## config.mk

```make
export PLATFORM = sky130hd
export DESIGN_NAME = tensor_cmd_dispatch
export DESIGN_NICKNAME = d
export VERILOG_FILES = /design/src/rtl/tensor_cmd_dispatch.sv
export SDC_FILE = /design/constraint.sdc
export NUM_CORES = 1
export LEC_CHECK = 0
export BUFFER_PORTS_ARGS = -buffer_cell sky130_fd_sc_hd__buf_2
export CAP_MARGIN = 20
export CORE_UTILIZATION = 30
export DETAILED_ROUTE_END_ITERATION = 16
export GPL_ROUTABILITY_DRIVEN = 0
export PLACE_DENSITY_LB_ADDON = 0.3
export SETUP_SLACK_MARGIN = 0.05
export SLEW_MARGIN = 5
export SYNTH_ARGS = -nofsm -noshare
export SYNTH_HDL_FRONTEND = slang
export SYNTH_SLANG_ARGS = --single-unit
```

## constraint.sdc

```tcl
create_clock -name clk_i -period 14.9 [get_ports clk_i]
set_clock_uncertainty 0.05 [all_clocks]
set_input_delay 1.49 -clock clk_i [delete_from_list [all_inputs] [get_ports clk_i]]
set_output_delay 1.49 -clock clk_i [all_outputs]
set_load 0.02 [all_outputs]
```

## src/rtl/tensor_cmd_dispatch.sv

```systemverilog
// Tensor command dispatcher: a command FIFO feeding NUM_CORES tensor cores round-robin.
// Optional macro TENSOR_CMD_DISPATCH_PERF_CNT_EN enables the 32-bit issue/done counters.

module tensor_cmd_core_fsm (
  input  logic clk_i,
  input  logic rst_ni,
  input  logic sel_i,
  input  logic ready_i,
  input  logic done_i,
  output logic valid_o,
  output logic issue_o,
  output logic busy_o,
  output logic idle_o
);
  typedef enum logic [1:0] {IDLE, ISSUE, BUSY} state_t;
  state_t state_q, state_d;

  always_ff @(posedge clk_i or negedge rst_ni) begin
    if (!rst_ni) state_q <= IDLE;
    else         state_q <= state_d;
  end

  // A core selected while idle offers the command in that same cycle and
  // parks in ISSUE only if the core does not take it immediately.
  always_comb begin
    state_d = state_q;
    valid_o = 1'b0;
    case (state_q)
      IDLE: begin
        valid_o = sel_i;
        if (sel_i) state_d = ready_i ? BUSY : ISSUE;
      end
      ISSUE: begin
        valid_o = 1'b1;
        if (ready_i) state_d = BUSY;
      end
      BUSY:    if (done_i) state_d = IDLE;
      default: state_d = IDLE;
    endcase
  end

  assign issue_o = (state_q == ISSUE);
  assign busy_o  = (state_q == BUSY);
  assign idle_o  = (state_q == IDLE);
endmodule

module tensor_cmd_dispatch #(
  parameter int NUM_CORES = 2,
  parameter int DEPTH     = 4,
  parameter int ADDR_W    = 23,
  parameter int DIM_W     = 16,
  localparam int REQ_W    = 3*ADDR_W + 6*DIM_W + 1,
  localparam int CNT_W    = $clog2(DEPTH) + 1
) (
  input  logic                 clk_i,
  input  logic                 rst_ni,
  input  logic                 req_valid_i,
  output logic                 req_ready_o,
  input  logic [REQ_W-1:0]     req_i,
  output logic [NUM_CORES-1:0] core_valid_o,
  input  logic [NUM_CORES-1:0] core_ready_i,
  output logic [REQ_W-1:0]     core_req_o,
  input  logic [NUM_CORES-1:0] core_done_i,
  output logic                 done_o,
  output logic                 idle_o,
  output logic [CNT_W-1:0]     fifo_count_o,
  output logic [31:0]          issue_cnt_o,
  output logic [31:0]          done_cnt_o
);
  localparam int AW = $clog2(DEPTH);
  localparam int CW = (NUM_CORES > 1) ? $clog2(NUM_CORES) : 1;

  logic [DEPTH-1:0][REQ_W-1:0] mem;
  logic [AW-1:0]               wr_ptr, rd_ptr;
  logic [CNT_W-1:0]            count;
  logic [CW-1:0]               rr_ptr;
  logic                        push, pop;

  logic [NUM_CORES-1:0] sel_vec, issue_vec, busy_vec, idle_vec, hs_vec, done_acc;

  assign req_ready_o  = (count != CNT_W'(DEPTH));
  assign push         = req_valid_i && req_ready_o;
  assign hs_vec       = core_valid_o & core_ready_i;
  assign pop          = |hs_vec;
  assign done_acc     = core_done_i & busy_vec;
  assign fifo_count_o = count;
  assign core_req_o   = mem[rd_ptr];
  assign idle_o       = (count == '0) && (&idle_vec);

  // Payload storage needs no reset; only the pointers define validity.
  always_ff @(posedge clk_i) begin
    if (push) mem[wr_ptr] <= req_i;
  end

  always_ff @(posedge clk_i or negedge rst_ni) begin
    if (!rst_ni) begin
      wr_ptr <= '0;
      rd_ptr <= '0;
      count  <= '0;
    end else begin
      if (push) wr_ptr <= wr_ptr + 1'b1;
      if (pop)  rd_ptr <= rd_ptr + 1'b1;
      case ({push, pop})
        2'b10:   count <= count + 1'b1;
        2'b01:   count <= count - 1'b1;
        default: count <= count;
      endcase
    end
  end

  // Selection looks only at registered state, so it is stable within a cycle
  // and a core returning to IDLE is not picked until the following cycle.
  always_comb begin
    logic          found;
    logic [CW-1:0] cand;
    sel_vec = '0;
    found   = 1'b0;
    cand    = '0;
    if ((count != '0) && !(|issue_vec)) begin
      for (int off = 1; off <= NUM_CORES; off++) begin
        cand = CW'((int'(rr_ptr) + off) % NUM_CORES);
        if (!found && idle_vec[cand]) begin
          sel_vec[cand] = 1'b1;
          found         = 1'b1;
        end
      end
    end
  end

  always_ff @(posedge clk_i or negedge rst_ni) begin
    if (!rst_ni) begin
      rr_ptr <= CW'(NUM_CORES - 1);
      done_o <= 1'b0;
    end else begin
      for (int k = 0; k < NUM_CORES; k++)
        if (hs_vec[k]) rr_ptr <= CW'(k);
      done_o <= |done_acc;
    end
  end

  for (genvar k = 0; k < NUM_CORES; k++) begin : g_core
    tensor_cmd_core_fsm u_fsm (
      .clk_i   (clk_i),
      .rst_ni  (rst_ni),
      .sel_i   (sel_vec[k]),
      .ready_i (core_ready_i[k]),
      .done_i  (core_done_i[k]),
      .valid_o (core_valid_o[k]),
      .issue_o (issue_vec[k]),
      .busy_o  (busy_vec[k]),
      .idle_o  (idle_vec[k])
    );
  end

`ifdef TENSOR_CMD_DISPATCH_PERF_CNT_EN
  logic [31:0] issue_cnt, done_cnt, done_inc;

  always_comb begin
    done_inc = '0;
    for (int k = 0; k < NUM_CORES; k++) done_inc = done_inc + 32'(done_acc[k]);
  end

  always_ff @(posedge clk_i or negedge rst_ni) begin
    if (!rst_ni) begin
      issue_cnt <= '0;
      done_cnt  <= '0;
    end else begin
      if (pop) issue_cnt <= issue_cnt + 32'd1;
      done_cnt <= done_cnt + done_inc;
    end
  end

  assign issue_cnt_o = issue_cnt;
  assign done_cnt_o  = done_cnt;
`else
  assign issue_cnt_o = '0;
  assign done_cnt_o  = '0;
`endif
endmodule

```

==> results.md, run 1 <==
* Max_slew headroom at between 20% and 30%
* Pwr Density at 211.8 nW/µm²
* Core area at between 80000 and 90000 µm²
* Mapped cell area at around 25000 µm²
* Via count at 11200
* Cells after Synth at ~1000
* Vert. Die Dim at between 200 and 300 µm
* CP max FO at 44
* Final instance area at slightly above 30000 µm²
* Clk slew on worst S/H paths at ~60 ps
* CTS tree: built
* CP startpoint: rd_ptr[0]
* Clk Latency, worst-skew pair at roughly 600 ps
* DR WL/cell at between 20 and 25 µm
* Cts repair resizes at 0
* Seq/Total Area, Yosys at 80.73%
* Post-DP Area at between 20000 and 30000 µm²
* Area leader, netlist: edfxtp_1
* Hold Vio Cnt, Final at 0
* Post-CTS setup buffer count at 0
* Ports at about 400
* Starting Density at a little under a third
* Synth top area cells: edfxtp_1 79%, mux4_2 15%, buf_4 2.3%
* Worst-margin pin slew at about 1100 ps
* Detailed Route WL at around 50 mm
* LEAKAGE at about 10 nW
* Hold_buf cts at 0
* Crit start category: register
* Top-area cell type share of the netlist area at 79.43%
* Max Cap Viol at 0
* Clock Root Buffer: clkbuf_16
* Overall power at about 6.4 mW
* Status: finished, final reports clean
* Post-synthesis cell type count at 32
* Final worst-path cycle share at between 30% and 40%
* Global Route Usage Sum at around an eighth
* Pre-CTS WS at approximately 11000 ps
* Final HPWL DP at 30.19 mm
* Layout area overhead at 20.79%
* Antenna violations before repair at 8
* Die ar. at approximately 85000 µm²
* Placed cells at about 2400
* Vias/cell at approximately 4.4
* Drt pass-1 iters at 7
* Vias in the first global route at between 10000 and 15000
* Critical path type: reg2out
* CP Capture Type: output pin
* # port buffers at about 350
* Hold Startpoint: rr_ptr
* Flop pwr share at a little over two fifths
* Gr ovfl total at 0
* Post-route setup slack at ~10000 ps
* P_int at about 4.4 mW
* HP Class: reg2reg
* Final Setup Violations at 0
* Clock share of power at roughly 28%
* Worst Path Arrival at around 3400 ps
* Largest net degree at the start of global routing at between 80 and 90
* Fraction of layout cells with a size suffix above 1 at approximately 44%
* Unrepaired setup endpoints after global routing: false
* Setup TNS Final at 0 ps
* Fin cells at 2534
* Fill count at 7531
* H-tree levels at 3
* First-pass GRT wire length at ~76 mm
* Syn avg cell area at about 25 µm²
* Clock Tree Buf Depth at 3
* DRC Markers at 0
* NetSw at 2.069 mW
* FF+latch count, synth at approximately 680
* Fmax at ~200 MHz
* R2R Path Start: fifo_count_o[0]
* CTS Buf Count at between 70 and 80
* Switch share at ~32%
* Rows at 105
* Clock sink count at between 600 and 700
* Final min period at between 4000 and 5000 ps
* Crit path required time at around 13000 ps
* Die width at just under 300 µm
* Combinational share of power at a little under a third
* DRT iter0 DRCs at ~540
* Nets@finish at between 1500 and 2000
* Max IR drop VDD at between 100 and 150 µV
* ANT nets after route at 0
* Slew Viols, Final at 0
* Synth Warn # at 0
==> kinds of logic after synthesis <==
group	synth area share (%)
buffers and inverters	2.961
AND/OR/NAND/NOR	0.5034
adder cells (fa/ha/maj)	0.3290
AO/OA/AOI/OAI	0.2691
multiplexers	14.98
XOR/XNOR	0.2093
other	0.01494
flip-flops	80.73
==> state kept, by name (all words and copies together), names as in the netlist <==
signal / flops
fifo_count_o: 3
mem: 664
rd_ptr: 2
wr_ptr: 2
g_core.u_fsm.state_q: 4
rr_ptr: 1
done_o: 1
==> per-layer routing <==
layer  part of all wire (%)  GRT usage, %
met5                   0.17             0
met4                    2.5         4.065
met3                    6.9         4.138
met2                     51         20.66
met1                     39         14.06
==> power groups by stage <==
stage                     logic, mW  clock network [mW]  registers, mW
after global placement         1.99                   0           2.70
after global routing           2.08                1.95           2.71
final                          1.93                1.82           2.67
after floorplan                1.41                   0           2.69
after CTS                      2.00                1.88           2.68
after detailed placement       1.99                   0           2.72
==> stage by stage <==
| stage | utilization, % | hold WS (ps) |
|---|---|---|
| finish | 36.75 | 423.8 |
| floorplan | - | 393.9 |
| detailed placement | 33.76 | 413.5 |
| global route | 36.74 | 446.6 |
| CTS | 36.74 | 422.1 |
| global placement | 33.76 | 401.6 |
==> path summary, 6_finish.rpt <==
check	cells after the start	end	slack, ps
max in group asynchronous	1	rr_ptr	13800
worst min register to register	2	rr_ptr	420
worst max-delay path	3	core_req_o[88]	10010
worst max register to register	5	mem[451]	11700
min in group asynchronous	1	rd_ptr[0]	720
worst min-delay path	2	rr_ptr	420
==> worst max-delay path, stage by stage (launching register included) <==
cell,delay (ps)
dfrtp_4,980
buf_4,810
mux4_2,630
buf_2,180
==> cells in the final DEF (no fill, tap or decap), types with 4 or more instances in the layout <==
cell / count
bufinv_16: 6
clkinv_4: 4
clkinvlp_4: 4
buf_4: 14
clkinv_1: 17
xor2_1: 4
clkbuf_1: 13
dfrtp_1: 10
buf_2: 346
and3_4: 4
nand2_1: 4
ha_1: 5
clkinv_2: 8
mux4_2: 166
edfxtp_1: 664
conb_1: 64
clkbuf_16: 78
inv_1: 9
==> synthesized netlist by cell type, drive strengths merged <==
cell / number
a2111o: 2
a211oi: 2
a21boi: 2
and2: 3
and3: 4
buf: 97
clkbuf: 7
conb: 1
dfrtp: 12
dfstp: 1
edfxtp: 664
fa: 1
ha: 5
inv: 9
mux2: 1
mux2i: 1
mux4: 166
nand2: 4
nand2b: 3
nand3: 1
nor2: 3
nor4: 3
o21ai: 1
o22ai: 1
or2: 1
or4: 1
xnor2: 2
xor2: 4
==> layout make-up <==
class	instances	area, µm²	share of cell area (%)
Multi-Input combinational cell	275	4349	14.34
Sequential cell	677	20270	66.86
Inverter	9	33.78	0.1114
Clock inverter	47	446.7	1.473
Clock buffer	92	2014	6.644
Tap cell	1070	1339	4.415
Antenna cell	3	7.507	0.02476
Timing Repair Buffer	361	1857	6.124
Note: power is estimated with default switching activity, not from simulation.
==> run 2, diff against run 1 <==
Clock period 14.9 ns to 4.7 ns, I/O delays scaled along.
==> results.md, run 2 (synthesis gave the netlist of run 1 again) <==
* Fin cells at 2678 (was 2534)
* Ports at 411 (unchanged)
* R2R Path Start: fifo_count_o[0] (unchanged)
* R2R setup slack at 2160 ps (was 11700 ps)
* Post-route setup slack at 1334 ps (was 10010 ps)
* Final instance area at 31740 µm² (was 30320 µm²)
* Critical path type: reg2out (unchanged)
* CP delay by family, top: flip-flops (was buffers and inverters)
* Die ar. at 84830 µm² (unchanged)
* Setup TNS Final at 0 ps (unchanged)
* Die width at 291.3 µm (unchanged)
* Clock Tree Buf Depth at 3 (unchanged)
* Max_slew headroom at 34.60% (was 28.90%)
* Commonest non-fill, non-tap cell in the layout: edfxtp_1 (unchanged)
* Clk Latency, worst-skew pair at 610 ps (was 600 ps)
* Post-DP Area at 28130 µm² (was 27850 µm²)
* Final Setup Violations at 0 (unchanged)
* Status: finished, final reports clean (unchanged)
* Final min period at about 3400 ps
* Crit path buf inv count at 2 (unchanged)
* Clock Root Buffer: clkbuf_16 (unchanged)
* DRC Markers at 0 (unchanged)
* Crit path required time at 4180 ps (was 13360 ps)
* Largest net degree at the start of global routing at 58 (was 87)
* CP Cell Sequence: buf_4 -> mux4_2 -> buf_2 (unchanged)
* First-pass GRT wire length at 79.68 mm (was 76.49 mm)
* Unrepaired setup endpoints after global routing: false (unchanged)
* Via count at 11870 (was 11200)
* CP startpoint: rd_ptr[0] (unchanged)
* Clock sink count at 677 (unchanged)
* LEAKAGE at 10.95 nW (was 10.34 nW)
* Final HPWL DP at 33.13 mm (was 30.19 mm)
* Layout area overhead at 26.43% (was 20.79%)
* Gr ovfl total at 0 (unchanged)
* Max incr delay on CP at 1020 ps (was 980 ps)
* Detailed Route WL at 53.00 mm (was 51.08 mm)
* Crit start category: register (unchanged)
* Hold_buf cts at 137 (was 0)
* Max Cap Viol at 0 (unchanged)
* CP Capture Type: output pin (unchanged)
* Min Hold Slack at 47.66 ps (was 423.8 ps)
* Vias in the first global route at 12920 (was 12100)
* Fraction of layout cells with a size suffix above 1 at 40.63% (was 44.15%)
* Placed cells at 2413 (was 2392)
* Hold worst-path end: mem[224] (was rr_ptr)
* Worst Path Arrival at 2850 ps (was 3350 ps)
* Fmax at between 200 and 300 MHz
* Hold Startpoint: req_i[58] (was rr_ptr)
* CTS tree: built (unchanged)
* Vias/cell at 4.431 (was 4.421)
* HP Class: in2reg (was reg2reg)
* Nets@finish at 1735 (was 1579)
* Final core utilization at 38.47% (was 36.75%)
* Pre-CTS WS at 1843 ps (was 10510 ps)
* FF-to-FF End: mem[422] (was mem[451])
* Global Route Usage Sum at 12.52% (was 12.06%)
* WHS Path Cells at 1 (was 2)
* Cts repair resizes at 0 (unchanged)
* DR WL/cell at 19.79 µm (was 20.16 µm)
* Number of flip-flops in the largest register at 664 (unchanged)
* Starting Density at 30.42% (unchanged)
* Rows at 105 (unchanged)
* Overall power at 20.29 mW (was 6.421 mW)
* Slowest cell on the critical path: dfrtp_4 (unchanged)
* CTS Buf Count at 74 (was 76)
* Vert. Die Dim at 291.3 µm (unchanged)
* Drt pass-1 iters at 4 (was 7)
* CP max FO at 38 (was 44)
* ANT nets after route at 0 (unchanged)
* Slew Viols, Final at 0 (unchanged)
* Largest Register: mem (unchanged)
* H-tree levels at 3 (unchanged)
* Hold Vio Cnt, Final at 0 (unchanged)
* Most frequent cells in the layout: 664 x edfxtp_1, 346 x buf_2, 166 x mux4_2 (unchanged)
* Core area at 82500 µm² (unchanged)
* Clk slew on worst S/H paths at 60 ps (about the same)
* Final worst-path cycle share at 71.62%
* Antenna violations before repair at 9 (was 8)
* DRT iter0 DRCs at 563 (was 538)
* Worst-margin pin slew at 980.9 ps (was 1067 ps)
* CP Depth at 3 (unchanged)
* # port buffers at 346 (unchanged)
* Max IR drop VDD at 435.8 µV (was 141.8 µV)
* Pwr Density at 639.3 nW/µm² (was 211.8 nW/µm²)
* Post-CTS setup buffer count at 0 (unchanged)
* R2R cell count at 4 (was 5)
## run 2: power by group
group / switching (mW) / internal (mW)
Combinational: 3.86 / 2.62
Sequential: 0.466 / 7.98
Clock: 2.26 / 3.10
## run 2: final cells by class
| type | instances | area, µm² |
|---|---|---|
| timing repair buffer | 519 | 3511 |
| sequential | 677 | 20270 |
| clock buffer | 93 | 1943 |
| antenna | 1 | 2.502 |
| fill | 7506 | 50770 |
| multi-input combinational | 275 | 4349 |
| inverter | 9 | 33.78 |
| clock inverter | 34 | 284.0 |
| tap | 1070 | 1339 |
## run 2: how the worst max path moves through the flow
stage                     slack [ps]             end
after global routing            1070   core_req_o[4]
after floorplan                 1180          mem[0]
after CTS                       1150   core_req_o[4]
after global placement          1860  core_req_o[16]
after detailed placement        1840   core_req_o[4]
final                           1330  core_req_o[16]
## run 2: metal layers
metal | GRT usage [%] | vias up | routed length, µm
met5 | 0 | - | 100
met4 | 4.220 | 16 | 1431
met3 | 3.970 | 99 | 3601
met2 | 21.18 | 314 | 26650
met1 | 15.04 | 6205 | 21220
li1 | - | 5233 | -
## run 2: worst reg2reg max path, stage by stage (launching register included)
cell and delay (ps):
dfrtp_1 450, inv_1 120, nand3_1 210, and3_4 850, buf_4 500
==> run 3, diff against run 2 <==
Settings changed: ABC_AREA set to 1.
Clock period 4.7 ns to 2.7 ns, I/O delays scaled along.
==> results.md, run 3 <==
* Status: finished, final reports clean (unchanged)
* Clock Tree Buf Depth at 3 (unchanged)
* Detailed Route WL at 66.63 mm (was 53.00 mm)
* WHS Path Cells at 2 (was 1)
* Crit path required time at 2380 ps (was 4180 ps)
* CTS tree: built (unchanged)
* CP Capture Type: output pin (unchanged)
* Via count at 16260 (was 11870)
* Count leader, synth: edfxtp_1 (unchanged)
* Fmax at 392.3 MHz
* CP max FO at 40 (was 38)
* LEAKAGE at 11.65 nW (was 10.95 nW)
* Gr ovfl total at 0 (unchanged)
* DRT iter0 DRCs at 838 (was 563)
* Worst Path Arrival at 2230 ps (was 2850 ps)
* Clock Root Buffer: clkbuf_16 (unchanged)
* Critical path type: reg2out (unchanged)
* Synth top area cells: edfxtp_1 77%, nor2_1 4.9%, o21ai_0 4.8% (was edfxtp_1 79%, mux4_2 15%, buf_4 2.3%)
* Rows at 107 (was 105)
* Final worst-path cycle share at a little over nine tenths
* DR WL/cell at 19.04 µm (was 19.79 µm)
* Post-synthesis cell type count at 28 (was 32)
* Max_slew headroom at 57.26% (was 34.60%)
* Vias/cell at 4.646 (was 4.431)
* FF+latch count, synth at 677 (unchanged)
* Clk slew on worst S/H paths at 60 ps (about the same)
* Ports at 411 (unchanged)
* Synth Warn # at 0 (unchanged)
* Slowest cell on the critical path: dfrtp_4 (unchanged)
* # port buffers at 346 (unchanged)
* CP Cell Sequence: buf_12 -> clkinv_16 -> buf_16 -> nor2_1 -> o22ai_1 -> buf_2 (was buf_4 -> mux4_2 -> buf_2)
* Mapped cell area at 25750 µm² (was 25100 µm²)
* Most used DFF post-synth: edfxtp_1 (unchanged)
* Die width at 295.0 µm (was 291.3 µm)
* Final Setup Violations at 0 (unchanged)
* Commonest non-fill, non-tap cell in the layout: edfxtp_1 (unchanged)
* CTS Buf Count at 78 (was 74)
* Cells after Synth at 1756 (was 1002)
* Min Hold Slack at 355.4 ps (was 47.66 ps)
* Crit start category: register (unchanged)
* Final core utilization at 39.02% (was 38.47%)
* Top-area cell type share of the netlist area at 77.44% (was 79.43%)
* Die ar. at 87000 µm² (was 84830 µm²)
* Largest net degree at the start of global routing at 87 (was 58)
* ANT nets after route at 0 (unchanged)
* Antenna violations before repair at 4 (was 9)
* Core area at 85150 µm² (was 82500 µm²)
* Most frequent cells in the layout: 664 x edfxtp_1, 346 x buf_2, 335 x nor2_1 (was 664 x edfxtp_1, 346 x buf_2, 166 x mux4_2)
* First-pass GRT wire length at 97.84 mm (was 79.68 mm)
* Vert. Die Dim at 295.0 µm (was 291.3 µm)
* R2R cell count at 13 (was 4)
* Vias in the first global route at 16720 (was 12920)
* Global Route Usage Sum at 14.91% (was 12.52%)
* Number of flip-flops in the largest register at 664 (unchanged)
* Slew Viols, Final at 0 (unchanged)
* Drt pass-1 iters at 5 (was 4)
* Area leader, netlist: edfxtp_1 (unchanged)
* Max Cap Viol at 0 (unchanged)
* Setup TNS Final at 0 ps (unchanged)
* HP Class: in2reg (unchanged)
* Clock sink count at 677 (unchanged)
* Largest Register: mem (unchanged)
* Unrepaired setup endpoints after global routing: true (was false)
* Syn avg cell area at 14.66 µm² (was 25.05 µm²)
* Placed cells at 3176 (was 2413)
* Final HPWL DP at 35.94 mm (was 33.13 mm)
* Nets@finish at 2475 (was 1735)
* Max IR drop VDD at 691.2 µV (was 435.8 µV)
* Starting Density at 30.24% (was 30.42%)
* Worst-margin pin slew at 641.0 ps (was 980.9 ps)
* Fin cells at 3500 (was 2678)
* Clk Latency, worst-skew pair at 610 ps (about the same)
* Hold Vio Cnt, Final at 0 (unchanged)
* Seq/Total Area, Yosys at 78.71% (was 80.73%)
* Final min period at around 2500 ps
* Pwr Density at 1176 nW/µm² (was 639.3 nW/µm²)
* Post-synth top cells: 664 x edfxtp_1, 339 x nor2_1, 245 x o21ai_0 (was 664 x edfxtp_1, 166 x mux4_2, 78 x buf_4)
* H-tree levels at 3 (unchanged)
* Fraction of layout cells with a size suffix above 1 at 22.77% (was 40.63%)
* Layout area overhead at 29.05% (was 26.43%)
* DRC Markers at 0 (unchanged)
* Post-synth EDFFs at 664 (unchanged)
* Asr flop ratio synth at 1.920% (unchanged)
* Max incr delay on CP at 480 ps (was 1020 ps)
run 3: changes by cell type after synthesis, moves of 5 or more:
cell / previous run / this run
a21oi_1: 0 / 5
buf_2: 15 / 56
buf_4: 78 / 86
clkbuf_1: 7 / 29
mux4_2: 166 / 0
nand2_1: 4 / 11
nand2_2: 0 / 6
nand2_4: 0 / 5
nor2_1: 3 / 339
o21ai_0: 1 / 245
o21ai_1: 0 / 91
o22ai_1: 1 / 166
run 3: per-layer routing:
metal	track usage, %	part of all wire [%]	up-vias
li1	-	-	7570
met1	17.61	41	8163
met2	26.04	50	435
met3	4.150	6.7	92
met4	4.891	2.0	2
met5	0	0.020	-
run 3: layout make-up:
class / count / area (µm²)
fill: 7996 / 51920
antenna: 2 / 5.005
clock buffer: 97 / 2044
clock inverter: 41 / 429.2
inverter: 15 / 90.09
tap: 1144 / 1431
timing repair inverter: 1 / 16.27
multi-input combinational: 951 / 4627
timing repair buffer: 572 / 4305
sequential: 677 / 20280
run 3: power by group:
group | total [mW] | switching (mW) | leakage, nW | internal [mW]
Clock | 10.2 | 4.09 | 1.20 | 6.14
Sequential | 14.3 | 0.481 | 6.23 | 13.9
Combinational | 14.5 | 10.2 | 4.22 | 4.35
Total | 39.1 | 14.7 | 11.7 | 24.3
run 3: logic make-up after synthesis:
group	share of synthesized area, %
flip-flops	78.71
other	0.01456
AO/OA/AOI/OAI	10.69
buffers and inverters	4.466
adder cells (fa/ha/maj)	0.3207
XOR/XNOR	0.1361
AND/OR/NAND/NOR	5.661
run 3: timing repair:
action / in CTS / in global routing
endpoints found under the setup margin: 143 / 41
buffers inserted: 3 / 0
cloned: 5 / 1
gates resized for setup: 12 / 10
hold buffers: 175 / 0
endpoints found under the hold margin: 686 / 0
run 3: worst paths after layout:
kind                                             from                         end  slack (ps)
hold / removal                             req_i[153]                    mem[153]         360
min in group asynchronous                      rst_ni  g_core[1].u_fsm.state_q[0]         530
hold reg to reg                                rr_ptr                      rr_ptr         440
setup reg to reg           g_core[0].u_fsm.state_q[0]             fifo_count_o[2]         440
setup / recovery                            rd_ptr[0]              core_req_o[62]         150
max in group asynchronous                      rst_ni             fifo_count_o[0]         960
run 3: through the flow:
step / power [mW] / setup WS [ps] / cell area, µm²
2_1_floorplan: 23.42 / -996.3 / 26050
3_3_place_gp: 28.06 / 360.1 / 28710
3_5_place_dp: 28.37 / 463.0 / 28710
4_1_cts: 39.58 / 40.45 / 33160
5_1_grt: 41.22 / 39.93 / 33230
6_report: 39.07 / 151.0 / 33230
run 3: critical path: cells and delay by family, from the launching register on:
kind	cells	cell delay [ps]
flops	1	480
simple gates	1	60
compound gates	1	240
buf+inv	4	760
